**config.mk**
```make
export PLATFORM = sky130hd
export DESIGN_NAME = rv32_mod_load_store_unit
export DESIGN_NICKNAME = d
export VERILOG_FILES = /design/src/rtl/rv32_mod_load_store_unit.sv
export SDC_FILE = /design/constraint.sdc
export NUM_CORES = 1
export LEC_CHECK = 0
export ABC_AREA = 1
export CELL_PAD_IN_SITES_DETAIL_PLACEMENT = 1
export CELL_PAD_IN_SITES_GLOBAL_PLACEMENT = 1
export CORE_ASPECT_RATIO = 1.75
export CORE_MARGIN = 2
export CORE_UTILIZATION = 30
export DETAILED_ROUTE_END_ITERATION = 10
export GPL_ROUTABILITY_DRIVEN = 1
export HOLD_SLACK_MARGIN = 0.06
export PLACE_DENSITY = 0.77
export SLEW_MARGIN = 20
export SYNTH_ARGS = -nofsm -noshare
export SYNTH_HDL_FRONTEND = slang
export SYNTH_SLANG_ARGS = --single-unit
```
**constraint.sdc**
```tcl
create_clock -name clk -period 9.1 [get_ports clk]
set_input_delay 0.91 -clock clk [delete_from_list [all_inputs] [get_ports clk]]
set_output_delay 0.91 -clock clk [all_outputs]
set_load 0.005 [all_outputs]
```
**src/rtl/rv32_mod_load_store_unit.sv**
```systemverilog
// rv32_mod_load_store_unit
//   Load/store unit for the rv32imc_ss core. Accepts one memory op from
//   execute, runs a single naturally-aligned access on the data-memory bus
//   (req/ack handshake) and returns sign/zero-extended load data.
//
// Optional feature macro: RV32_LSU_ALIGN_CHECK_EN
//   defined   : misaligned H/W accesses raise err without a bus access
//   undefined : offsets are truncated to natural alignment, access proceeds
//
// Ports
//   clk, rst                  clock, asynchronous active-high reset
//   req_valid / req_ready     op handshake from execute
//   ram_req[2:0], ram_wr      funct3 width/sign, store flag (ram_req[3] unused)
//   addr, wdata               ALU byte address, rs2 store data
//   rd_data, rd_valid         registered load result and its one-cycle strobe
//   done, err                 one-cycle completion / error pulses
//   mem_req/mem_wr/mem_addr/mem_be/mem_wdata   bus request fields
//   mem_ack/mem_rdata/mem_err                  bus response
module rv32_mod_load_store_unit (
  input  logic        clk,
  input  logic        rst,
  input  logic        req_valid,
  output logic        req_ready,
  input  logic [3:0]  ram_req,
  input  logic        ram_wr,
  input  logic [31:0] addr,
  input  logic [31:0] wdata,
  output logic [31:0] rd_data,
  output logic        rd_valid,
  output logic        done,
  output logic        err,
  output logic        mem_req,
  output logic        mem_wr,
  output logic [31:0] mem_addr,
  output logic [3:0]  mem_be,
  output logic [31:0] mem_wdata,
  input  logic        mem_ack,
  input  logic [31:0] mem_rdata,
  input  logic        mem_err
);

  typedef enum logic [1:0] {S_IDLE, S_BUS, S_RESP} state_t;

  state_t      state_q, state_d;
  logic        wr_q, wr_d;
  logic [2:0]  f3_q, f3_d;
  logic [1:0]  off_q, off_d;
  logic        err_q, err_d;
  logic [31:0] mem_addr_q, mem_addr_d;
  logic [3:0]  mem_be_q, mem_be_d;
  logic [31:0] mem_wdata_q, mem_wdata_d;
  logic [31:0] rd_data_q, rd_data_d;

  logic        unused_ram_req3;
  assign unused_ram_req3 = ram_req[3];

  // Incoming op decode: effective offset, lanes, legality.
  logic [1:0]  in_off;
  logic [3:0]  in_be;
  logic [31:0] in_wdata;
  logic        in_illegal;
  logic        in_misal;

  always_comb begin
    in_off   = 2'b00;
    in_be    = 4'b1111;
    in_wdata = wdata;
    case (ram_req[1:0])
      2'b00: begin
        in_off   = addr[1:0];
        in_be    = 4'b0001 << addr[1:0];
        in_wdata = {4{wdata[7:0]}};
      end
      2'b01: begin
        in_off   = {addr[1], 1'b0};
        in_be    = addr[1] ? 4'b1100 : 4'b0011;
        in_wdata = {2{wdata[15:0]}};
      end
      default: begin
        in_off   = 2'b00;
        in_be    = 4'b1111;
        in_wdata = wdata;
      end
    endcase

    // Loads: 011/111 (size 11) and 110 are illegal. Stores: only 000/001/010.
    if (ram_wr)
      in_illegal = ram_req[2] || (ram_req[1:0] == 2'b11);
    else
      in_illegal = (ram_req[1:0] == 2'b11) || (ram_req[2:0] == 3'b110);

`ifdef RV32_LSU_ALIGN_CHECK_EN
    in_misal = ((ram_req[1:0] == 2'b01) && addr[0]) ||
               ((ram_req[1:0] == 2'b10) && (addr[1:0] != 2'b00));
`else
    in_misal = 1'b0;
`endif
  end

  // Load extraction from the lane selected by the latched effective offset.
  logic [31:0] shifted;
  logic [31:0] load_ext;

  always_comb begin
    shifted = mem_rdata >> {off_q, 3'b000};
    case (f3_q)
      3'b000:  load_ext = {{24{shifted[7]}}, shifted[7:0]};
      3'b100:  load_ext = {24'h000000, shifted[7:0]};
      3'b001:  load_ext = {{16{shifted[15]}}, shifted[15:0]};
      3'b101:  load_ext = {16'h0000, shifted[15:0]};
      default: load_ext = mem_rdata;
    endcase
  end

  always_comb begin
    state_d     = state_q;
    wr_d        = wr_q;
    f3_d        = f3_q;
    off_d       = off_q;
    err_d       = err_q;
    mem_addr_d  = mem_addr_q;
    mem_be_d    = mem_be_q;
    mem_wdata_d = mem_wdata_q;
    rd_data_d   = rd_data_q;
    case (state_q)
      S_IDLE: begin
        if (req_valid) begin
          wr_d        = ram_wr;
          f3_d        = ram_req[2:0];
          off_d       = in_off;
          mem_addr_d  = {addr[31:2], 2'b00};
          mem_be_d    = in_be;
          mem_wdata_d = in_wdata;
          if (in_illegal || in_misal) begin
            err_d   = 1'b1;
            state_d = S_RESP;
          end else begin
            err_d   = 1'b0;
            state_d = S_BUS;
          end
        end
      end
      S_BUS: begin
        if (mem_ack) begin
          err_d   = mem_err;
          state_d = S_RESP;
          // rd_data is written at the ack edge so it is already valid
          // during the rd_valid pulse in RESP.
          if (!mem_err && !wr_q) rd_data_d = load_ext;
        end
      end
      S_RESP:  state_d = S_IDLE;
      default: state_d = S_IDLE;
    endcase
  end

  always_ff @(posedge clk or posedge rst) begin
    if (rst) begin
      state_q     <= S_IDLE;
      wr_q        <= 1'b0;
      f3_q        <= '0;
      off_q       <= '0;
      err_q       <= 1'b0;
      mem_addr_q  <= '0;
      mem_be_q    <= '0;
      mem_wdata_q <= '0;
      rd_data_q   <= '0;
    end else begin
      state_q     <= state_d;
      wr_q        <= wr_d;
      f3_q        <= f3_d;
      off_q       <= off_d;
      err_q       <= err_d;
      mem_addr_q  <= mem_addr_d;
      mem_be_q    <= mem_be_d;
      mem_wdata_q <= mem_wdata_d;
      rd_data_q   <= rd_data_d;
    end
  end

  assign req_ready = (state_q == S_IDLE) && !rst;
  assign mem_req   = (state_q == S_BUS);
  assign mem_wr    = mem_req && wr_q;
  assign mem_addr  = mem_addr_q;
  assign mem_be    = mem_be_q;
  assign mem_wdata = mem_wdata_q;
  assign err       = (state_q == S_RESP) && err_q;
  assign done      = (state_q == S_RESP) && !err_q;
  assign rd_valid  = done && !wr_q;
  assign rd_data   = rd_data_q;

endmodule

```
# Yosys cells after proc, flatten, opt, wreduce, memory -nomap -nowiden
# Index checks and enable logic that the tools add are counted.
[word_totals] regBits=107 latchBits=0 mem_bits_rw=0 romBits=0 output_inout_bits=106 elab_cells=55 mem_count=0
[classes] addsub=0 mul=0 div=0 order_cmp=0 eq_ne=10 shift=2 mux=14 n_bitwise=0 n_reduce_logical=20
[op_table] operator="$pmux 32 s4" n=1
[op_table] operator="$pmux 32 s2" n=1
[op_table] operator="$shr 32x5->16" n=1
[op_table] operator="$eq 3x3->1 const B" n=3
[op_table] operator="$pmux 2 s2" n=2
[op_table] operator="$pmux 4 s2" n=1
[op_table] operator="$logic_and 1x1->1" n=6
[op_table] operator="$mux 2" n=3
[op_table] operator="$reduce_and 3->1" n=2
[op_table] operator="$eq 2x1->1 const B" n=2
[op_table] operator="$eq 2x2->1 const B" n=2
[op_table] operator="$logic_not 1->1" n=4
[op_table] operator="$logic_not 2->1" n=2
[op_table] operator="$mux 1" n=4
[op_table] operator="$mux 4" n=1
[op_table] operator="$reduce_and 2->1" n=2
[op_table] operator="$shl 1x2->4 const A" n=1
[op_table] operator="$eq 3x1->1 const B" n=1
[op_table] operator="$logic_not 3->1" n=1
[op_table] operator="$logic_or 1x1->1" n=2
[op_table] operator="$ne 2x1->1 const B" n=1
[op_table] operator="$ne 2x2->1 const B" n=1
[op_table] operator="$pmux 1 s2" n=1
[op_table] operator="$reduce_bool 2->1" n=1

# Depth between registers and ports, before layout
# Gate-level depths: netlist (run 1).
[depth] depth_word=6 depth_mapped=11

# Least setup slack after synthesis (run 1)
# No wires, ideal clock.
[synth_timing] kind="input to output" from="input port rst" to="output port req_ready" arrival_time_ps=1070 slack_ps=7120 stages=1 n_path_buf=0 cell_sequence="nor3_1"
[synth_between] elab_chain_cells=2
[synth_rtl] element="from (decl)" line_no="21" rtl="input logic rst,"
[synth_rtl] element="$logic_not 1->1" line_no="181" rtl="assign req_ready = (state_q == S_IDLE) && !rst;"
[synth_rtl] element="$logic_and 1x1->1" line_no="181"
[synth_rtl] element="to (decl)" line_no="23" rtl="output logic req_ready,"
# No other way between the ends.

# Worst setup path in the final report (run 1)
# Ends and elaborated chain as after synthesis.

==> flow_summary.json, run 1 <==
{
  "outcome": "finished clean",
  "cts_tree": "built",
  "globalRouteTotalUtil": 0.202,
  "synthMuxAreaShare": 0,
  "pin_count_of_the_biggest_net_entering_global_routing": 74,
  "critical_path.endpoint_type": "primary output",
  "synth_cell_types": 26,
  "async_set_reset_flop_share_out_of_synthesis": 1.00,
  "number_of_register_bits_inferred_by_synthesis": 107,
  "avgViaCountPerCell": 4.62,
  "reg2reg_start": "off_q[0]",
  "max-slew-margin-rel": 0.363,
  "timing.hold.worst.start": "rd_data[10]",
  "instances_no_fill": 1149,
  "wire_length_of_the_first_global_routing_pass_um": 30300,
  "antenna_found_initial": 1,
  "synth-xor-area-share": 0,
  "syn_area_um2": 5390,
  "netlist_instances": 727,
  "max_freq_mhz": 338,
  "finalHoldViolCount": 0,
  "clkSinkCount": 107,
  "die_h_um": 181,
  "detailroute.via_count": 5312,
  "top_level_ports": 212,
  "post_route_wl_um": 18800,
  "compound_cell_area_share_of_the_yosys_netlist": 0.0948,
  "clock_insertion_delay_worst_skew_ns": 0.35,
  "floorplan.core_area_um2": 17500,
  "fillers": 2149,
  "worst-slew-pin-transition_ns": 0.955,
  "drv_cap": 0,
  "synth.yosys.seq_area_share": 0.497,
  "postRouteAntennaNets": 0,
  "setup.worst_path.class": "in2out",
  "finalSetupTns_ns": 0,
  "final_area_um2": 7870,
  "synth_most_common_cell": "nand2_1",
  "cts.repair_timing.setup_buffer_count": 0,
  "place_hpwl_um": 13700,
  "synthSimpleGateAreaFrac": 0.312,
  "drc": 0,
  "place.gp.congestion": 0.831,
  "route.detailed.wl_per_inst_um": 16.3,
  "synth-edff-count": 0,
  "cts_inserted_buffers": 9,
  "holdPathStages": 2,
  "drtIter0Drc": 163,
  "placedInstanceArea_um2": 7570,
  "final_period_utilization": 0.325,
  "ys.flop_type": "dfrtp_1",
  "final.setup_skew_ns": 0.00627,
  "htree_num_levels": 3,
  "worstRegToRegCells": 7,
  "cts-resized-gates": 0,
  "power_per_unit_of_standard_cell_area_nw_per_um2": 269,
  "nets": 1018,
  "critPathLaunchType": "input pin",
  "synth_fa_ha_area_frac": 0,
  "cts.hold.buffers_added": 0,
  "final_layout_size_suffix_gt1_frac": 0.0556,
  "die_area_um2": 19100,
  "cellLeakagePower_nw": 3.91,
  "syn2layout_area_growth_pct": 46.1,
  "die-width_um": 105,
  "worst_setup_path_startpoint": "rst",
  "timing.final.max_slew_violations": 0,
  "vdd.ir_drop.worst_v": 0.000120,
  "rrSetupSlack_ns": 6.81,
  "cts.reportedPaths.clkPinSlew_ns": 0.07,
  "yosys_warnings": 0,
  "num_rows": 64,
  "timing.rr.end": "rd_data[31]",
  "clock-root-buffer": "clkbuf_16",
  "finalSetupViolCount": 0,
  "critPathMaxFanout": 2,
  "area_share_of_the_largest_cell_type_after_synthesis": 0.497,
  "max-clock-path-buffers": 2,
  "rsz_0062_raised_after_global_routing": "no",
  "drt_pass1_iterations": 4,
  "synth_top_cells_by_area": "dfrtp_1 (50%), nand2_1 (21%), inv_1 (4.7%), a21oi_1 (4.6%), nand3_1 (3.9%)",
  "dp_cells": 1132,
  "arrival_ns": 2.05,
  "final_layout_worst_hold_slack_ns": 0.482,
  "cp_data_required_time_ns": 8.19,
  "first_global_vias": 5780,
  "synth_top_family_by_area": "simple AND/OR/NAND/NOR gates",
  "overflow": 0,
  "min_period_ns": 2.96,
  "hold-path-endpoint": "rd_data[10]",
  "finalPower_mw": 2.12,
  "synthesized_area_per_cell_um2": 7.41,
  "start_util": 0.307,
  "synthDominantAreaCellType": "dfrtp_1",
  "worstHoldPathType": "reg2reg",
  "place.port_buffers": 208,
  "synth_commonest_cells": "nand2_1 (296), dfrtp_1 (107), inv_1 (67)"
}
area by class of cell:
cell class / instances / area [um2] / share of cell area
inverter: 73 / 277 / 0.0351
tap: 231 / 289 / 0.0367
sequential: 107 / 2680 / 0.340
antenna: 1 / 2.50 / 0.000318
clock inverter: 6 / 55.1 / 0.00700
timing repair buffer: 214 / 2130 / 0.270
multi-input combinational: 507 / 2200 / 0.280
clock buffer: 10 / 239 / 0.0304
sequential cells by signal, summed over array words and instances (netlist names):
| name | cells |
|---|---|
| err_q | 1 |
| f3_q | 3 |
| mem_addr | 30 |
| mem_be | 4 |
| mem_wdata | 32 |
| off_q | 2 |
| rd_data | 32 |
| state_q | 2 |
| wr_q | 1 |
per-stage QoR:
step | utilization | setup WS [ns]
after floorplan | - | 5.37
after global placement | 0.432 | 6.02
after detailed placement | 0.432 | 6.02
after CTS | 0.448 | 6.13
after global routing | 0.449 | 6.11
final | 0.449 | 6.14
how the worst max path moves through the flow:
stage,end,cells past startpoint
finish,req_ready,3
global route,req_ready,3
CTS,req_ready,3
detailed placement,mem_wdata[14],7
global placement,mem_wdata[11],7
floorplan,err_q,1
critical path: stages:
cell	delay [ns]
clkdlybuf4s50_1	0.47
nor3_1	0.15
clkdlybuf4s50_1	0.52
routing by layer:
layer	track usage	up-vias	wire, um
met5	0	-	0
met4	0.0779	0	523
met3	0.0418	27	823
met2	0.384	129	10400
met1	0.212	2542	6990
li1	-	2614	-
report_power, final:
part | switching (mW) | leakage (nW) | total (mW) | internal [mW]
clock network | 0.179 | 0.152 | 0.398 | 0.219
logic | 0.422 | 2.46 | 0.929 | 0.507
registers | 0.120 | 1.29 | 0.787 | 0.667
total | 0.722 | 3.91 | 2.12 | 1.39
placed cells by master, fill, tap and decap left out, types with 2 or more instances in the layout:
master,n
nand2_1,296
clkdlybuf4s50_1,208
dfrtp_1,107
inv_1,66
a21oi_1,49
nor2_1,44
nand3_1,41
o21ai_0,34
or2_2,16
clkbuf_16,9
a41oi_1,8
buf_4,6
clkinv_2,5
inv_2,4
nand3_2,4
nor3_1,4
clkinv_1,2
nor2_4,2
o22ai_1,2
conb_1,2
cell families after synthesis:
group	after synthesis
simple gates	410
buf+inv	114
flops	107
compound gates	95
other cells	1
No activity file was read; power rests on OpenSTA's default activity.
==> run 2, diff against run 1 <==
- clock period: 9.1 -> 2.8 ns (I/O delays scaled with it)
==> run 2 against run 1 <==
Cell area is 0.86% higher. First-iteration DRC count fell by 26%. Wire length is 2.0% higher. Largest cell class unchanged.
==> flow_summary.json, run 2 (synthesis results as in run 1) <==
{
  "cp_data_required_time_ns": 3.05,
  "min_period_ns": 2.18,
  "globalRouteTotalUtil": 0.206,
  "worstHoldPathType": "in2reg",
  "instances_no_fill": 1154,
  "timing.final.max_slew_violations": 0,
  "fillers": 2168,
  "avgViaCountPerCell": 4.66,
  "cts.repair_timing.setup_buffer_count": 0,
  "antenna_found_initial": 0,
  "first_global_vias": 5847,
  "nets": 1024,
  "finalSetupTns_ns": 0,
  "cts_inserted_buffers": 9,
  "drtIter0Drc": 121,
  "place.port_buffers": 208,
  "critical_path.endpoint_type": "flip-flop",
  "mostFrequentLayoutCell": "nand2_1",
  "rsz_0062_raised_after_global_routing": "no",
  "critPathMaxFanout": 17,
  "floorplan.core_area_um2": 17500,
  "syn2layout_area_growth_pct": 47.4,
  "top_level_ports": 212,
  "final_layout_worst_hold_slack_ns": 0.464,
  "worst_path_most_repeated_cell": "nand2_1",
  "arrival_ns": 2.43,
  "cellLeakagePower_nw": 3.94,
  "detailroute.via_count": 5374,
  "die_area_um2": 19100,
  "power_per_unit_of_standard_cell_area_nw_per_um2": 880,
  "timing.critical_path.cells": "clkinv_1, nand2_1, nor2_1, nand2_2, nand3_1, nand2_1, inv_1",
  "fin_ws_ns": 0.617,
  "max-slew-margin-rel": 0.463,
  "max-clock-path-buffers": 2,
  "finalHoldViolCount": 0,
  "critPathLaunchType": "flip-flop",
  "final_area_um2": 7940,
  "num_rows": 64,
  "vdd.ir_drop.worst_v": 0.000367,
  "utilization": 0.452,
  "clock-root-buffer": "clkbuf_16",
  "final.setup_skew_ns": 0.0119,
  "die-width_um": 105,
  "slowest_delay_ns": 0.65,
  "place.gp.congestion": 0.820,
  "final_layout_size_suffix_gt1_frac": 0.0618,
  "final_period_utilization": 0.780,
  "cts.hold.buffers_added": 0,
  "placedInstanceArea_um2": 7620,
  "cts.reportedPaths.clkPinSlew_ns": 0.08,
  "finalPower_mw": 6.98,
  "wire_length_of_the_first_global_routing_pass_um": 30900,
  "setup.worst_path.class": "reg2reg",
  "pin_count_of_the_biggest_net_entering_global_routing": 74,
  "outcome": "finished clean",
  "clkSinkCount": 107,
  "cts-resized-gates": 0,
  "clock_insertion_delay_worst_skew_ns": 0.35,
  "finalSetupViolCount": 0,
  "max_freq_mhz": 458,
  "dp_cells": 1138,
  "cp_slowest_cell": "dfrtp_1",
  "drt_pass1_iterations": 4,
  "place_hpwl_um": 14200,
  "worst-slew-pin-transition_ns": 0.805,
  "postRouteAntennaNets": 0,
  "start_util": 0.307,
  "preCtsSetupSlack_ns": 0.600,
  "die_h_um": 181,
  "overflow": 0,
  "post_route_wl_um": 19100,
  "htree_num_levels": 3,
  "route.detailed.wl_per_inst_um": 16.6,
  "drv_cap": 0,
  "cts_tree": "built",
  "layout_common_cells": "nand2_1 (296), clkdlybuf4s50_1 (208), dfrtp_1 (107)",
  "drc": 0,
  "diodes": 0
}
==> run 2: cell types whose count changed in the layout (fill, tap and decap cells not counted), sizes merged <==
cell	delta
clkbuf	+1
clkinvlp	+1
clkinv	-5
diode	-1
inv	+3
buf	+6
==> run 2: cell type report <==
cell class	instances	area, um2	area share
well taps	231	289	0.0364
clock buffers	11	253	0.0319
inverters	73	278	0.0350
clock inverters	5	65.1	0.00820
multi-input cells	507	2200	0.277
repair buffers	220	2170	0.274
flip-flops and latches	107	2680	0.337
==> run 2: worst max-delay path, delay by kind of cell (launching register included) <==
family / cells / cell delay [ns]
buffers and inverters: 2 / 0.61
DFF: 1 / 0.65
and+or+nand+nor: 5 / 0.82
==> run 2: path summary, 6_finish.rpt <==
check | end | depth (start not counted) | start | slack [ns]
worst max register to register | rd_data[24] | 7 | f3_q[1] | 0.62
worst min-delay path | mem_addr[6] | 3 | addr[6] | 0.46
min in group asynchronous | mem_addr[6] | 3 | rst | 0.53
worst max-delay path | rd_data[24] | 7 | f3_q[1] | 0.62
worst min register to register | mem_addr[23] | 2 | mem_addr[23] | 0.48
max in group asynchronous | rd_data[12] | 3 | rst | 1.66
==> run 2: layer usage <==
layer / routed length [um] / up-vias / part of all wire / GRT usage
li1: - / 2626 / - / -
met4: 497 / 0 / 0.026 / 0.0731
met1: 6940 / 2578 / 0.36 / 0.212
met3: 841 / 24 / 0.044 / 0.0458
met2: 10800 / 146 / 0.57 / 0.397
met5: 0 / - / 0 / 0
==> run 2: report_power, final <==
group	internal, mW	leakage, nW	switching, mW
Sequential	2.17	1.29	0.395
Clock	0.758	0.158	0.625
Combinational	1.66	2.49	1.38
Total	4.58	3.94	2.40
